<file path="src/rtl/usb_ctrl_pkg.sv">
// Shared types and constants for the USB control-packet receiver.
package usb_ctrl_pkg;

    typedef enum logic [1:0] {
        ST_IDLE,
        ST_READ,
        ST_CHECK,
        ST_COMMIT
    } state_e;

    localparam logic [7:0] SYNC_DEF = 8'hA5;

    localparam int EN_OFF   = 0;
    localparam int GAIN_OFF = 8;
    localparam int GAIN_W   = 16;
    localparam int OFF_OFF  = 24;
    localparam int OFF_W    = 16;

    localparam int MIN_PKT_BYTES = 5;

    function automatic int pkt_len(input int pkt_bytes);
`ifdef USB_CTRL_RX_CSUM_EN
        return 1 + pkt_bytes + 1;
`else
        return 1 + pkt_bytes;
`endif
    endfunction

endpackage

</file>
<file path="src/rtl/usb_ctrl_rx_csum8.sv">
// 8-bit running-sum accumulator (mod 256) with synchronous clear and enable.
module ctrl_csum8 (
    input  logic       clk,
    input  logic       rst_n,
    input  logic       clr,
    input  logic       en,
    input  logic [7:0] din,
    output logic [7:0] sum
);

    logic [7:0] sum_q;
    logic [7:0] sum_d;

    always_comb begin
        sum_d = sum_q;
        if (clr) begin
            sum_d = 8'h00;
        end else if (en) begin
            sum_d = sum_q + din;
        end
    end

    always_ff @(posedge clk or negedge rst_n) begin
        if (!rst_n) begin
            sum_q <= 8'h00;
        end else begin
            sum_q <= sum_d;
        end
    end

    assign sum = sum_q;

endmodule

</file>
<file path="src/rtl/usb_ctrl_rx.sv">
// Control-packet receiver: pops framed packets from the USB FIFO, commits valid ones.
// Define USB_CTRL_RX_CSUM_EN to require and check a trailing checksum byte.
module usb_ctrl_rx
    import usb_ctrl_pkg::*;
#(
    parameter int         PKT_BYTES = 32,
    parameter int         CNT_W     = 8,
    parameter logic [7:0] SYNC_BYTE = SYNC_DEF,
    parameter int         ERR_W     = 16
) (
    input  logic                   clk_100M,
    input  logic                   nrst,
    output logic                   usb_rd_valid,
    input  logic [7:0]             usb_readdata,
    input  logic [CNT_W-1:0]       usb_rxbytes,
    output logic                   usb_rd_clk,
    output logic [PKT_BYTES*8-1:0] cont_reg,
    output logic                   cont_en,
    output logic [GAIN_W-1:0]      cont_gain,
    output logic [OFF_W-1:0]       cont_off,
    output logic                   pkt_ok,
    output logic                   pkt_err,
    output logic [ERR_W-1:0]       err_cnt
);

    localparam int PKT_LEN = pkt_len(PKT_BYTES);
    localparam logic [CNT_W-1:0] LEN_C    = CNT_W'(PKT_LEN);
    localparam logic [CNT_W-1:0] LAST_IDX = CNT_W'(PKT_LEN - 1);
    localparam logic [CNT_W-1:0] PAY_END  = CNT_W'(PKT_BYTES);

    state_e                 state_q, state_d;
    logic                   rd_valid_q, rd_valid_d;
    logic [CNT_W-1:0]       idx_q, idx_d;
    logic [PKT_BYTES*8-1:0] shadow_q, shadow_d;
    logic [PKT_BYTES*8-1:0] cont_q, cont_d;
    logic                   pkt_ok_q, pkt_ok_d;
    logic                   pkt_err_q, pkt_err_d;
    logic [ERR_W-1:0]       err_cnt_q, err_cnt_d;
    logic                   csum_ok;

`ifdef USB_CTRL_RX_CSUM_EN
    logic [7:0] csum_q, csum_d;
    logic [7:0] acc_sum;
    logic       acc_clr;
    logic       acc_en;

    ctrl_csum8 u_csum (
        .clk   (clk_100M),
        .rst_n (nrst),
        .clr   (acc_clr),
        .en    (acc_en),
        .din   (usb_readdata),
        .sum   (acc_sum)
    );

    assign csum_ok = (csum_q == acc_sum);
`else
    assign csum_ok = 1'b1;
`endif

    always_comb begin
        state_d    = state_q;
        rd_valid_d = rd_valid_q;
        idx_d      = idx_q;
        shadow_d   = shadow_q;
        cont_d     = cont_q;
        pkt_ok_d   = 1'b0;
        pkt_err_d  = 1'b0;
        err_cnt_d  = err_cnt_q;
`ifdef USB_CTRL_RX_CSUM_EN
        csum_d  = csum_q;
        acc_clr = 1'b0;
        acc_en  = 1'b0;
`endif
        unique case (state_q)
            ST_IDLE: begin
                if (usb_rxbytes >= LEN_C) begin
                    rd_valid_d = 1'b1;
                    idx_d      = '0;
                    state_d    = ST_READ;
`ifdef USB_CTRL_RX_CSUM_EN
                    acc_clr = 1'b1;
`endif
                end
            end
            ST_READ: begin
                if (idx_q == '0) begin
                    // a bad sync costs exactly one byte so the stream resyncs bytewise
                    if (usb_readdata != SYNC_BYTE) begin
                        rd_valid_d = 1'b0;
                        pkt_err_d  = 1'b1;
                        state_d    = ST_IDLE;
                    end else begin
                        idx_d = idx_q + CNT_W'(1);
                    end
                end else begin
                    for (int i = 0; i < PKT_BYTES; i++) begin
                        if (idx_q == CNT_W'(i + 1)) begin
                            shadow_d[i*8 +: 8] = usb_readdata;
                        end
                    end
`ifdef USB_CTRL_RX_CSUM_EN
                    acc_en = (idx_q <= PAY_END);
                    if (idx_q > PAY_END) begin
                        csum_d = usb_readdata;
                    end
`endif
                    if (idx_q == LAST_IDX) begin
                        rd_valid_d = 1'b0;
                        state_d    = ST_CHECK;
                    end else begin
                        idx_d = idx_q + CNT_W'(1);
                    end
                end
            end
            ST_CHECK: begin
                if (csum_ok) begin
                    state_d = ST_COMMIT;
                end else begin
                    pkt_err_d = 1'b1;
                    state_d   = ST_IDLE;
                end
            end
            ST_COMMIT: begin
                cont_d   = shadow_q;
                pkt_ok_d = 1'b1;
                state_d  = ST_IDLE;
            end
            default: begin
                state_d = ST_IDLE;
            end
        endcase

        if (pkt_err_d && (err_cnt_q != '1)) begin
            err_cnt_d = err_cnt_q + ERR_W'(1);
        end
    end

    always_ff @(posedge clk_100M or negedge nrst) begin
        if (!nrst) begin
            state_q    <= ST_IDLE;
            rd_valid_q <= 1'b0;
            idx_q      <= '0;
            shadow_q   <= '0;
            cont_q     <= '0;
            pkt_ok_q   <= 1'b0;
            pkt_err_q  <= 1'b0;
            err_cnt_q  <= '0;
        end else begin
            state_q    <= state_d;
            rd_valid_q <= rd_valid_d;
            idx_q      <= idx_d;
            shadow_q   <= shadow_d;
            cont_q     <= cont_d;
            pkt_ok_q   <= pkt_ok_d;
            pkt_err_q  <= pkt_err_d;
            err_cnt_q  <= err_cnt_d;
        end
    end

`ifdef USB_CTRL_RX_CSUM_EN
    always_ff @(posedge clk_100M or negedge nrst) begin
        if (!nrst) begin
            csum_q <= 8'h00;
        end else begin
            csum_q <= csum_d;
        end
    end
`endif

    assign usb_rd_valid = rd_valid_q;
    assign usb_rd_clk   = clk_100M;
    assign cont_reg     = cont_q;
    assign cont_en      = cont_q[EN_OFF];
    assign cont_gain    = cont_q[GAIN_OFF +: GAIN_W];
    assign cont_off     = cont_q[OFF_OFF +: OFF_W];
    assign pkt_ok       = pkt_ok_q;
    assign pkt_err      = pkt_err_q;
    assign err_cnt      = err_cnt_q;

endmodule
</file>
<file path="config.mk">
export PLATFORM = sky130hd
export DESIGN_NAME = usb_ctrl_rx
export DESIGN_NICKNAME = d
export VERILOG_FILES = /design/src/rtl/usb_ctrl_pkg.sv /design/src/rtl/usb_ctrl_rx_csum8.sv /design/src/rtl/usb_ctrl_rx.sv
export SDC_FILE = /design/constraint.sdc
export NUM_CORES = 1
export LEC_CHECK = 0
export CAP_MARGIN = 20
export CORE_MARGIN = 3
export CORE_UTILIZATION = 50
export CTS_BUF_LIST = sky130_fd_sc_hd__clkbuf_8
export CTS_CLUSTER_SIZE = 14
export DETAILED_ROUTE_END_ITERATION = 8
export PLACE_DENSITY = 0.83
export SYNTH_ARGS = -nofsm -noshare
export SYNTH_HDL_FRONTEND = slang
export SYNTH_HIERARCHICAL = 1
export SYNTH_SLANG_ARGS = --single-unit
</file>
<file path="constraint.sdc">
create_clock -name clk_100M -period 2.03 [get_ports clk_100M]
set_input_delay 0.406 -clock clk_100M [delete_from_list [all_inputs] [get_ports clk_100M]]
set_output_delay 0.406 -clock clk_100M [all_outputs]
set_load 0.01 [all_outputs]
</file>
==> flow_summary.toml <==
[outcome]
status = "finished with violations"
violations = "setup timing"

[power]
power.switching_mw = 10.7
p_int_mw = 24.6
clkPwrFrac_pct = 26.0
total_power_mw = 35.3
comb_power_share_pct = 27.5
switching_share_pct = 30.4
powerDensity_mw_per_mm2 = 1310
p_leak_nw = 13.8
seq_power_share_pct = 46.5
ir_drop_v = 0.000631

[grt]
grt_pass1_wl_microns = 79200
grt_use_total_pct = 23.1
grt_max_degree = 93
grt_antenna_before_repair = 4
grt_pass1_vias = 13462
grt.overflow.total = 0

[setup_path]
critPathTopFamily = "simple AND/OR/NAND/NOR gates"
critPathBufInv = 1
cp.arrival_ns = 2.67
worstPathRequired_ns = 2.64
critPathLaunchType = "flip-flop"
cpPeakStageDelay_ns = 0.59
timing.critical_path.cells = "or4b_4 -> nor4_4 -> buf_4 -> nand4_1 -> mux2_4"
critPathKind = "reg -> reg"
cpMaxStageDelayCell = "or4b_4"
cp-end-kind = "flip-flop"
critical_path.max_fanout = 4

[route]
routed-via-count = 12476
post_drt_wl_per_cell_microns = 22.1
viasPerCell = 5.38
antenna_left = 0
drt_iter0_markers = 547
drcViolationCount = 0
drt-total-wl_microns = 51200
firstDrtPassIters = 5

[clock_tree]
cts_tree = "built"
clk_latency_ns = 0.75
clk_pin_slew_ns = 0.06

[yosys]
netlist.area_leader.share_pct = 64.2
synthTopCellsByArea = "dfrtp_1 (64%), mux2_2 (25%), mux2_1 (3.1%), buf_4 (1.2%), nand3_4 (0.83%)"
yosys_warnings = 6
syn-num-nets = 1340
synth_ff_type = "dfrtp_1"
synth_cells = 1317
ys_types = 48
yosysSeqAreaShare_pct = 64.2
synth_edf_count = 0
synth.area.mux_share_pct = 27.6
synth.most_common_cell = "dfrtp_1"
synth_top_cell_by_area = "dfrtp_1"
synth_top_family_by_area = "multiplexers"
synth-simple-area-share_pct = 3.82
synth_area_sq_mm = 0.0211
ys_seq_elements = 541
synth-compound-area-share_pct = 0.872
synth_xor_xnor_area_share_pct = 0.499
ys_top_cells_by_count = "dfrtp_1 (541), mux2_2 (459), mux2_1 (58), clkbuf_1 (39), buf_4 (35)"
synth.avg_cell_area_sq_um = 16.0
synth_fa_ha_area_share_pct = 0.297
asyncSetResetFlopFracSynth_pct = 100

[timing]
fmax_ghz = 0.486
worst_pin_slew_ns = 0.603
hold_viol_final = 0
maxSlewHeadroom_pct = 59.5
setup_viol = 2
tns_ns = -0.0410
finalCritPeriodShare_pct = 101
rsz0062_at_grt = "yes"
setup_ws_ns = -0.0264
slew_viol_final = 0
layout_min_cycle_time_ns = 2.06
skew_ns = 0.0237

[floorplanning]
fp.dieArea_sq_mm = 0.0447
die_h_microns = 211
initial_core_util_pct = 51.2
die_w_microns = 211
design.core.area_sq_mm = 0.0412
num_io_pins = 327
rows = 74

[finish]
synthToLayoutAreaGrowth_pct = 27.7
stdcell_area_sq_mm = 0.0269
layoutNonFillerInstCount = 2319
post_route_cells_drive_above_1_share_pct = 41.0
utilization_pct = 65.3
nNetsFinal = 1748

[placement]
dp.cells = 2143
place_area_sq_mm = 0.0252
gp_congestion = 0.843
place_hpwl_microns = 33100
port_buffers = 326

[flow_run]
drv_cap = 0

[min_path]
hp-class = "in -> async"
power by group through the flow:
stage	clock (mW)	combinational (mW)	sequential (mW)
2_1_floorplan	0.0406	4.95	17.2
3_3_place_gp	0.0501	10.7	16.4
3_5_place_dp	0.0501	11.0	16.6
4_1_cts	9.37	9.67	16.4
5_1_grt	9.90	10.5	16.8
6_report	9.16	9.71	16.4
placed cells by master (no fill, tap or decap), types with 5 or more instances in the layout:
| cell | netlist | final |
|---|---|---|
| inv_6 | 0 | 5 |
| buf_12 | 0 | 24 |
| mux2_2 | 459 | 444 |
| dlygate4sd2_1 | 0 | 307 |
| nand4_1 | 7 | 7 |
| nor2_2 | 5 | 5 |
| and3_1 | 5 | 5 |
| mux2_1 | 58 | 57 |
| clkinv_2 | 0 | 7 |
| xor2_1 | 5 | 5 |
| nand2_1 | 23 | 20 |
| buf_4 | 35 | 64 |
| nand2_4 | 3 | 5 |
| o21ai_0 | 13 | 13 |
| nor2_4 | 8 | 8 |
| nor3_1 | 7 | 6 |
| dfrtp_1 | 541 | 539 |
| inv_1 | 5 | 31 |
| nand3_1 | 8 | 8 |
| buf_2 | 17 | 8 |
| nand3_4 | 10 | 11 |
| clkbuf_8 | 0 | 109 |
| mux2_4 | 0 | 16 |
| clkdlybuf4s50_1 | 0 | 8 |
| nor2_1 | 7 | 7 |
| xnor2_1 | 7 | 7 |
repair_timing:
action                                  CTS  global route
pin swaps                                 2            12
gates resized for setup                 315            31
buffers inserted                         11            11
endpoints found under the hold margin   265             0
hold buffers                              1             0
endpoints found under the setup margin  337           166
kinds of logic (layout without fill, tap and decap cells):
logic type                 after synthesis  in the layout
buffers and inverters                  107            574
and+or+nand+nor                        107            107
xor gates and xnor gates                12             12
muxes                                  517            517
AOI/OAI and AO/OA                       28             28
adders and majority gates                5              5
DFF                                    541            541
other                                    0              3
through the flow:
step	hold slack, ns	worst slack (ns)
floorplan	0.110	0.0401
global placement	0.354	-0.271
detailed placement	0.356	-0.326
CTS	0.139	-0.00991
global route	0.148	-0.0394
finish	0.174	-0.0264
cell type report:
| cell class | count | area (sq um) |
|---|---|---|
| diodes | 3 | 7.51 |
| clock buffers | 110 | 1510 |
| clock inverters | 41 | 220 |
| fillers | 3026 | 14300 |
| inverters | 6 | 27.5 |
| multi-input cells | 669 | 7110 |
| flip-flops and latches | 541 | 13500 |
| well taps | 532 | 666 |
| repair buffers | 417 | 3830 |
routing by layer:
layer  track usage [%]  share of wire, %
met2              37.2                48
met4              6.77               2.0
met1              30.4                43
met5                 0                 0
met3              7.53               7.1
path summary, 6_finish.rpt:
| check | slack, ns | cells after the start | end | from |
|---|---|---|---|---|
| min in group clk_100M | 0.32 | 4 | pkt_err | usb_readdata[5] |
| max in group asynchronous | 1.03 | 3 | cont_reg[106] | nrst |
| setup / recovery | -0.03 | 5 | err_cnt[15] | flip-flop |
| hold reg to reg | 0.48 | 1 | shadow_q[140] | shadow_q[140] |
| setup reg to reg | -0.03 | 5 | err_cnt[15] | flip-flop |
| hold / removal | 0.17 | 2 | cont_reg[65] | nrst |
Power figures use the tool's default switching activity.
